## src/rtl/usb_bus_master.sv

```systemverilog
// ============================================================================
// Module      : usb_bus_master
// Description : Initiator for the 8-bit multiplexed-address parallel register
//               bus; turns (addr, dir, len) commands into timed bus cycles.
// Revision    : 1.0 - initial release
// ============================================================================
`default_nettype none

module usb_bus_master #(
    parameter int SETUP_CYC  = 2,
    parameter int STROBE_CYC = 4,
    parameter int HOLD_CYC   = 2
) (
    input  logic        clk,
    input  logic        reset_n,
    input  logic        cmd_valid,
    output logic        cmd_ready,
    input  logic        cmd_write,
    input  logic [7:0]  cmd_addr,
    input  logic [15:0] cmd_len,
    input  logic [7:0]  wr_data,
    input  logic        wr_valid,
    output logic        wr_ready,
    output logic [7:0]  rd_data,
    output logic        rd_valid,
    output logic        busy,
    output logic        done,
    output logic [7:0]  usb_addr,
    output logic [7:0]  usb_d_out,
    output logic        usb_d_oe,
    input  logic [7:0]  usb_d_in,
    output logic        usb_alen,
    output logic        usb_rdn,
    output logic        usb_wrn,
    output logic        usb_cen
);

    typedef enum logic [2:0] {
        S_IDLE     = 3'd0,
        S_ALE      = 3'd1,
        S_ALE_HOLD = 3'd2,
        S_FETCH    = 3'd3,
        S_SETUP    = 3'd4,
        S_STROBE   = 3'd5,
        S_HOLD     = 3'd6,
        S_END      = 3'd7
    } state_t;

    // Phase counters are loaded with (length - 1) and count down to zero.
    localparam logic [3:0] c_setup_last  = 4'(SETUP_CYC - 1);
    localparam logic [3:0] c_strobe_last = 4'(STROBE_CYC - 1);
    localparam logic [3:0] c_hold_last   = 4'(HOLD_CYC - 1);

    state_t      state_q, state_d;
    logic [3:0]  cnt_q, cnt_d;
    logic [15:0] rem_q, rem_d;
    logic        write_q, write_d;
    logic [7:0]  addr_q, addr_d;
    logic [7:0]  dout_q, dout_d;
    logic [7:0]  rdata_q, rdata_d;
    logic        rd_valid_q, rd_valid_d;
    logic        done_q, done_d;
    logic        busy_q, busy_d;
    logic        cmd_ready_q, cmd_ready_d;
    logic        wr_ready_q, wr_ready_d;
    logic        alen_q, alen_d;
    logic        rdn_q, rdn_d;
    logic        wrn_q, wrn_d;
    logic        cen_q, cen_d;
    logic        oe_q, oe_d;

    logic        cnt_last;
    logic        cmd_fire;
    logic        wr_fire;

    assign cnt_last = (cnt_q == 4'd0);
    assign cmd_fire = (state_q == S_IDLE) && cmd_valid && cmd_ready_q;
    assign wr_fire  = (state_q == S_FETCH) && wr_valid;

    always_comb begin
        state_d    = state_q;
        cnt_d      = cnt_last ? cnt_q : (cnt_q - 4'd1);
        rem_d      = rem_q;
        write_d    = write_q;
        addr_d     = addr_q;
        dout_d     = dout_q;
        rdata_d    = rdata_q;
        rd_valid_d = 1'b0;

        case (state_q)
            S_IDLE: begin
                if (cmd_fire) begin
                    write_d = cmd_write;
                    addr_d  = cmd_addr;
                    rem_d   = cmd_len;
                    cnt_d   = c_strobe_last;
                    state_d = (cmd_len == 16'd0) ? S_END : S_ALE;
                end
            end
            S_ALE: begin
                if (cnt_last) begin
                    cnt_d   = c_hold_last;
                    state_d = S_ALE_HOLD;
                end
            end
            S_ALE_HOLD: begin
                if (cnt_last) begin
                    cnt_d   = c_setup_last;
                    state_d = write_q ? S_FETCH : S_SETUP;
                end
            end
            S_FETCH: begin
                if (wr_fire) begin
                    dout_d  = wr_data;
                    cnt_d   = c_setup_last;
                    state_d = S_SETUP;
                end
            end
            S_SETUP: begin
                if (cnt_last) begin
                    cnt_d   = c_strobe_last;
                    state_d = S_STROBE;
                end
            end
            S_STROBE: begin
                if (cnt_last) begin
                    // Read data is captured on the edge that releases usb_rdn.
                    if (!write_q) begin
                        rdata_d    = usb_d_in;
                        rd_valid_d = 1'b1;
                    end
                    cnt_d   = c_hold_last;
                    state_d = S_HOLD;
                end
            end
            S_HOLD: begin
                if (cnt_last) begin
                    rem_d = rem_q - 16'd1;
                    cnt_d = c_setup_last;
                    if (rem_q == 16'd1) begin
                        state_d = S_END;
                    end else begin
                        state_d = write_q ? S_FETCH : S_SETUP;
                    end
                end
            end
            S_END: begin
                state_d = S_IDLE;
            end
            default: begin
                state_d = S_IDLE;
            end
        endcase
    end

    // Bus strobes and handshakes are registered, decoded from the next state.
    always_comb begin
        cmd_ready_d = (state_d == S_IDLE);
        busy_d      = (state_d != S_IDLE);
        wr_ready_d  = (state_d == S_FETCH);
        done_d      = (state_d == S_END);
        alen_d      = (state_d != S_ALE);
        cen_d       = (state_d == S_IDLE) || (state_d == S_END);
        rdn_d       = !((state_d == S_STROBE) && !write_d);
        wrn_d       = !((state_d == S_STROBE) && write_d);
        oe_d        = write_d && ((state_d == S_SETUP) ||
                                  (state_d == S_STROBE) ||
                                  (state_d == S_HOLD));
    end

    always_ff @(posedge clk) begin
        if (!reset_n) begin
            state_q     <= S_IDLE;
            cnt_q       <= 4'd0;
            rem_q       <= 16'd0;
            write_q     <= 1'b0;
            addr_q      <= 8'd0;
            dout_q      <= 8'd0;
            rdata_q     <= 8'd0;
            rd_valid_q  <= 1'b0;
            done_q      <= 1'b0;
            busy_q      <= 1'b0;
            cmd_ready_q <= 1'b0;
            wr_ready_q  <= 1'b0;
            alen_q      <= 1'b1;
            rdn_q       <= 1'b1;
            wrn_q       <= 1'b1;
            cen_q       <= 1'b1;
            oe_q        <= 1'b0;
        end else begin
            state_q     <= state_d;
            cnt_q       <= cnt_d;
            rem_q       <= rem_d;
            write_q     <= write_d;
            addr_q      <= addr_d;
            dout_q      <= dout_d;
            rdata_q     <= rdata_d;
            rd_valid_q  <= rd_valid_d;
            done_q      <= done_d;
            busy_q      <= busy_d;
            cmd_ready_q <= cmd_ready_d;
            wr_ready_q  <= wr_ready_d;
            alen_q      <= alen_d;
            rdn_q       <= rdn_d;
            wrn_q       <= wrn_d;
            cen_q       <= cen_d;
            oe_q        <= oe_d;
        end
    end

    assign cmd_ready = cmd_ready_q;
    assign wr_ready  = wr_ready_q;
    assign rd_data   = rdata_q;
    assign rd_valid  = rd_valid_q;
    assign busy      = busy_q;
    assign done      = done_q;
    assign usb_addr  = addr_q;
    assign usb_d_out = dout_q;
    assign usb_d_oe  = oe_q;
    assign usb_alen  = alen_q;
    assign usb_rdn   = rdn_q;
    assign usb_wrn   = wrn_q;
    assign usb_cen   = cen_q;

endmodule

`default_nettype wire

```

## config.mk

```make
export PLATFORM = sky130hd
export DESIGN_NAME = usb_bus_master
export DESIGN_NICKNAME = d
export VERILOG_FILES = /design/src/rtl/usb_bus_master.sv
export SDC_FILE = /design/constraint.sdc
export NUM_CORES = 1
export LEC_CHECK = 0
export CAP_MARGIN = 30
export CELL_PAD_IN_SITES_DETAIL_PLACEMENT = 0
export CELL_PAD_IN_SITES_GLOBAL_PLACEMENT = 1
export CORE_ASPECT_RATIO = 0.7
export CORE_MARGIN = 2
export CORE_UTILIZATION = 30
export DETAILED_ROUTE_END_ITERATION = 7
export PLACE_DENSITY = 0.78
export SYNTH_ARGS = -nofsm -noshare
export SYNTH_HDL_FRONTEND = slang
export SYNTH_SLANG_ARGS = --single-unit
```

## constraint.sdc

```tcl
create_clock -name clk -period 3.5 [get_ports clk]
set_input_delay 0.7 -clock clk [delete_from_list [all_inputs] [get_ports clk]]
set_output_delay 0.7 -clock clk [all_outputs]
set_load 0.02 [all_outputs]
```

==> impl_results.md, run 1 <==
* Fraction of layout cells with a size suffix above 1 at 7.76%
* Initial antenna violation count at 0
* Core Util, Final at 44.2%
* Hold depth at 2
* CP Capture Type: register
* Clock tree buffer depth at 2
* Post-CTS Resized at 0
* Core ar. at 0.00900 mm^2
* Clk_skew at 0.00451 ns
* Area leader, netlist: dfxtp_1
* Final design area excluding fillers at 0.00398 mm^2
* NumNets Final at 469
* Cell Pwr Density at 681 mW/mm^2
* Later-pin clock latency in the skew report at 0.33 ns
* Ys Warns at 0
* Reg2Reg Depth at 5
* Top-count cell post-synth: dfxtp_1
* Hpwl dp at 5730 um
* Clock sinks at 58
* Mapped Cells at 347
* CP Class: register to register
* Ys async rst share at 0%
* Final GP Congestion at 0.833
* Synth Flop Type: dfxtp_1
* Cts hold-fix bufs at 0
* Vias in the first global route at 2,763
* Number of cell rows at 29
* Register area at 0.00116 mm^2
* Static Leak at 1.46 nW
* Flop2flop setup slack at 0.92 ns
* Worst R2R End: usb_rdn$_SDFF_PN1_
* R2R Path Start: state_q[1]$_SDFF_PN0_
* CTS buffer count at 9
* GRT Util Overall at 17.4%
* Worst slew pin tran at 0.743 ns
* Drt total wl at 8220 um
* DR vias/cell at 5.02
* Area grow syn2layout at 44.6%
* Hold endpoint: usb_addr[0]$_SDFFE_PN0P_
* Crit-path max FO at 17
* DP Cell Count at 533
* Post-synthesis sequential area ratio at 42.2%
* Setup TNS at 0 ns
* Final-report hold violation count at 0
* Die area at 0.00996 mm^2
* Area of the multi-input gates at 0.00146 mm^2
* Maximum vdd drop at 0.283 mV
* Critical path arrival at 2.80 ns
* 1st-pass router iterations at 5
* Fin crit share at 73.8%
* CTS clk-pin slew, worst paths at 0.05 ns
* Area of placed instances at 0.00364 mm^2
* Residual DRC at 0
* First DRT Iteration DRCs at 291
* Die Width at 118 um
* Pin count of the biggest net entering global routing at 47
* FF+latch count, synth at 58
* CTS tree: built
* Uppermost layer routed: met4
* Via Count at 2,756
* Hold path startpoint: usb_addr[0]$_SDFFE_PN0P_
* Max Cap Violations at 0
* Finish-stage setup viols at 0
* Layout fillers at 903
* Die height at 84.1 um
* Setup Buffers After CTS at 0
* CTS root buffer: clkbuf_16
* WP data required at 3.71 ns
* Met3 wire length at 740 um
* Synth top cells by count: 58 x dfxtp_1, 52 x nand2_1, 43 x a21oi_1
* IO Port Bufs at 78
* RSZ-0062 raised after global routing: no
* Hold Path Class: register to register
* Post-Syn Area at 0.00275 mm^2
* Fin. max-slew vios at 0
* Synth area leaders: dfxtp_1 42%, a21oi_1 7.8%, nand2_1 7.1%, nor2_1 4.5%, mux2i_1 3.3%
* Diodes inserted at 0
* CTS H-tree depth at 3
* Metal-1 WL at 3930 um
* Starting Density at 30.6%
* Syn_area_per_cell at 7.93 um^2
* Wire per inst at 15.0 um
* Crit path launch type: register
* DRT antenna net count at 0
* WL met2 at 3470 um
* Top Ports at 79
* Congestion Overflow GR at 0
* First-pass GRT wire length at 13,800 um
* Slew headroom at 50.1%
* Fmax at 387 MHz
* Status: finished clean
* Minimum clock period at 2.58 ns
* Unique masters post-synth at 49
* Final cell count without fillers at 549
* Net count after synthesis at 396
* Area share of the largest cell type after synthesis at 42.2%
* EDFF count, synth at 0
[layout make-up]
| cell class | count | area share, % |
|---|---|---|
| clock buffers | 11 | 5.85 |
| clock inverters | 5 | 2.58 |
| inverters | 9 | 0.850 |
| multi-input cells | 257 | 36.7 |
| flip-flops and latches | 58 | 29.2 |
| well taps | 124 | 3.90 |
| repair buffers | 85 | 21.0 |
[layer usage]
metal | GRT usage [%] | up-vias
met3 | 8.06 | 8
met1 | 23.2 | 1278
met2 | 25.1 | 92
li1 | - | 1378
met4 | 5.41 | 0
met5 | 0 | -
[power breakdown]
group	switching (W)	internal, W	leakage [nW]	total (W)
clock	0.000312	0.000694	0.160	0.00101
sequential	0.000108	0.000758	0.472	0.000866
combinational	0.000477	0.000359	0.826	0.000836
[worst max-delay path by stage]
stage,from,to,slack (ns),cells past startpoint
after global routing,state_q[1]$_SDFF_PN0_,rem_q[3]$_SDFFE_PN0P_,0.72,6
final,state_q[1]$_SDFF_PN0_,usb_rdn$_SDFF_PN1_,0.92,5
after CTS,state_q[1]$_SDFF_PN0_,usb_rdn$_SDFF_PN1_,0.90,5
after global placement,cmd_valid,usb_rdn$_SDFF_PN1_,0.63,5
after detailed placement,cmd_valid,usb_rdn$_SDFF_PN1_,0.59,5
after floorplan,cmd_len[11],usb_rdn$_SDFF_PN1_,1.50,5
[worst max-delay path, cell delays in order, from the launching register on]
cell and delay (ns):
dfxtp_1 0.48, nor3_2 0.37, nand3_1 0.45, nor4_2 0.55, nor3_1 0.22, or3_1 0.39
[logic make-up after synthesis]
| logic type | after synthesis | share of synthesized area, % |
|---|---|---|
| and+or+nand+nor | 150 | 27.4 |
| AOI/OAI and AO/OA | 92 | 19.9 |
| DFF | 58 | 42.2 |
| buffers and inverters | 32 | 4.78 |
| muxes | 9 | 3.28 |
| adders and majority gates | 4 | 1.82 |
| xor gates and xnor gates | 2 | 0.637 |
[layout by cell type (no fill, tap or decap), drive strengths merged, types with 4 or more instances in the layout]
cell type / n
buf: 7
ha: 4
a211oi: 5
nor2: 35
clkdlybuf4s50: 78
o21ai: 20
mux2i: 9
clkbuf: 11
or3: 4
nor4: 10
dfxtp: 58
o22ai: 5
nor3: 14
nand2: 52
a21oi: 43
nand3: 12
inv: 9
[per-stage QoR]
stage | worst slack (ns) | power (W) | hold WS [ns]
6_report | 0.916 | 0.00271 | 0.454
4_1_cts | 0.898 | 0.00272 | 0.455
3_5_place_dp | 0.593 | 0.00170 | 0.449
2_1_floorplan | 1.50 | 0.00142 | 0.446
5_1_grt | 0.724 | 0.00287 | 0.466
3_3_place_gp | 0.630 | 0.00169 | 0.442
[registers in the layout, summed over array words and instances, names as in the netlist, 3 cells and up]
name and cells:
usb_d_out 8, rem_q 16, usb_addr 8, rd_data 8, cnt_q 4, state_q 3
Note: power is estimated with default switching activity, not from simulation.
==> run 2, diff against run 1 <==
--- a/config.mk
+++ b/config.mk
@@ -12,7 +12,7 @@
 export CORE_MARGIN = 2
 export CORE_UTILIZATION = 30
 export DETAILED_ROUTE_END_ITERATION = 7
-export PLACE_DENSITY = 0.78
+export PLACE_DENSITY = 0.81
 export SYNTH_ARGS = -nofsm -noshare
 export SYNTH_HDL_FRONTEND = slang
 export SYNTH_SLANG_ARGS = --single-unit
==> constraint.sdc (replaced) <==
create_clock -name clk -period 2.2 [get_ports clk]
set_input_delay 0.44 -clock clk [delete_from_list [all_inputs] [get_ports clk]]
set_output_delay 0.44 -clock clk [all_outputs]
set_load 0.02 [all_outputs]
==> run 2 against run 1 <==
Effect of this change:
- clock skew rose by 0.0053 ns
- hold slack got worse by 0.0014 ns
- count of clock-buffer cells in the layout rose by 1
- sequential share of layout area fell by 1.7 points
- critical path depth rose by 4
- core utilization rose by 2.7 points
- routed wire length rose by 2.1%
- final area rose by 6.1%
- largest power group is now combinational logic
- highest routed layer unchanged
==> impl_results.md, run 2 (synthesized netlist as in run 1, its figures left out) <==
* Place WS at -0.223 ns
* Final-report hold violation count at 0
* CTS clk-pin slew, worst paths at 0.05 ns
* NumNets Final at 501
* Clk_skew at 0.00984 ns
* Core Util, Final at 46.9%
* Slew headroom at 67.1%
* Layout fillers at 920
* Hold Path Class: register to register
* RSZ-0062 raised after global routing: no
* R2R Path Start: cnt_q[1]$_SDFF_PN0_
* Fin. max-slew vios at 0
* Via Count at 2,930
* Critical path's most frequent cell: buf_4
* Crit path from: cmd_len[10]
* First DRT Iteration DRCs at 163
* WP data required at 2.43 ns
* Setup TNS at 0 ns
* CTS H-tree depth at 3
* Hold path startpoint: usb_addr[7]$_SDFFE_PN0P_
* Final cell count without fillers at 581
* Top Ports at 79
* Vias in the first global route at 2,795
* CP Capture Type: register
* Register area at 0.00116 mm^2
* CTS root buffer: clkbuf_16
* Most frequent cells in the layout: 78 x clkdlybuf4s50_1, 58 x dfxtp_1, 52 x nand2_1
* IO Port Bufs at 78
* Initial antenna violation count at 0
* Clock sinks at 58
* Static Leak at 1.61 nW
* Area grow syn2layout at 53.4%
* Fmax at 477 MHz
* Die Width at 118 um
* Drt total wl at 8400 um
* Final GP Congestion at 0.830
* Maximum vdd drop at 0.435 mV
* Fin crit share at 95.4%
* Later-pin clock latency in the skew report at 0.33 ns
* Cell Pwr Density at 1020 mW/mm^2
* Pin count of the biggest net entering global routing at 33
* Crit-path max FO at 5
* CTS buffer count at 9
* Area of the multi-input gates at 0.00148 mm^2
* Clock tree buffer depth at 2
* First-pass GRT wire length at 13,500 um
* Residual DRC at 0
* Minimum clock period at 2.10 ns
* DRT antenna net count at 0
* Die area at 0.00996 mm^2
* CP Class: input port to register
* CP cell instances: clkdlybuf4s50_1, nor4_1, buf_4, nand3_1, nor4_4, buf_4, nor2_4, buf_4, nor3b_1
* Worst Slack Setup Final at 0.102 ns
* Wire per inst at 14.5 um
* GRT Util Overall at 17.0%
* 1st-pass router iterations at 5
* Die height at 84.1 um
* Worst slew pin tran at 0.494 ns
* Crit-path max cell delay at 0.42 ns
* Status: finished clean
* Largest Register: rem_q
* Critical path arrival at 2.33 ns
* Commonest non-fill, non-tap cell in the layout: clkdlybuf4s50_1
* Fraction of layout cells with a size suffix above 1 at 14.9%
* Power, Total at 0.00430 W
* DR vias/cell at 5.04
* Cts hold-fix bufs at 0
* CP max stage cell: clkdlybuf4s50_1
* Core ar. at 0.00900 mm^2
* Finish-stage setup viols at 0
* Number of cell rows at 29
* Max reg flops at 16
* CTS tree: built
* Congestion Overflow GR at 0
* Crit path launch type: input port
* Hpwl dp at 6030 um
* Diodes inserted at 0
* Max Cap Violations at 0
* Starting Density at 30.6%
* DP Cell Count at 564
run 2: cell count changes in the layout (fill, tap and decap cells not counted), sizes merged:
cell / previous run / this run
clkbuf: 11 / 12
bufinv: 3 / 1
clkinvlp: 1 / 2
buf: 7 / 39
run 2: layout make-up:
class,count,share of cell area [%]
clock buffers,12,6.08
clock inverters,4,1.19
inverters,9,0.801
multi-input cells,257,35.0
flip-flops and latches,58,27.5
well taps,124,3.68
repair buffers,117,25.7
run 2: final timing paths:
path	endpoint	slack [ns]	depth (start not counted)
setup / recovery	wr_ready$_SDFF_PN0_	0.10	9
hold / removal	usb_addr[7]$_SDFFE_PN0P_	0.45	2
setup reg to reg	usb_rdn$_SDFF_PN1_	0.11	6
hold reg to reg	usb_addr[7]$_SDFFE_PN0P_	0.45	2
run 2: repair_timing:
action                                  in CTS  in global routing
pin swaps                                    0                  1
resized for setup                            1                  3
endpoints found under the setup margin       1                  3
hold endpoints to repair                     0                  0
buffers inserted                             0                  1
run 2: worst max-delay path, delay by kind of cell:
family                 cells  cell delay [ns]
buffers and inverters      4             0.94
and+or+nand+nor            5             0.95
run 2: routing by layer:
| layer | share of wire [%] | GRT usage, % | up-vias |
|---|---|---|---|
| met4 | 1.1 | 4.98 | 0 |
| met3 | 8.0 | 7.04 | 9 |
| met1 | 48 | 22.2 | 1376 |
| li1 | - | - | 1450 |
| met5 | 0 | 0 | - |
| met2 | 43 | 25.6 | 95 |
run 2: power by group:
group          leakage (nW)  internal (W)  switching (W)
sequential            0.472       0.00121       0.000153
combinational         0.989      0.000691       0.000808
clock                 0.145      0.000936       0.000507
total                  1.61       0.00283        0.00147
run 2: through the flow:
stage	instance area (um^2)	hold slack, ns
after global routing	4220	0.480
after global placement	3890	0.440
after detailed placement	3890	0.450
after floorplan	2750	0.446
final	4220	0.452
after CTS	4200	0.459
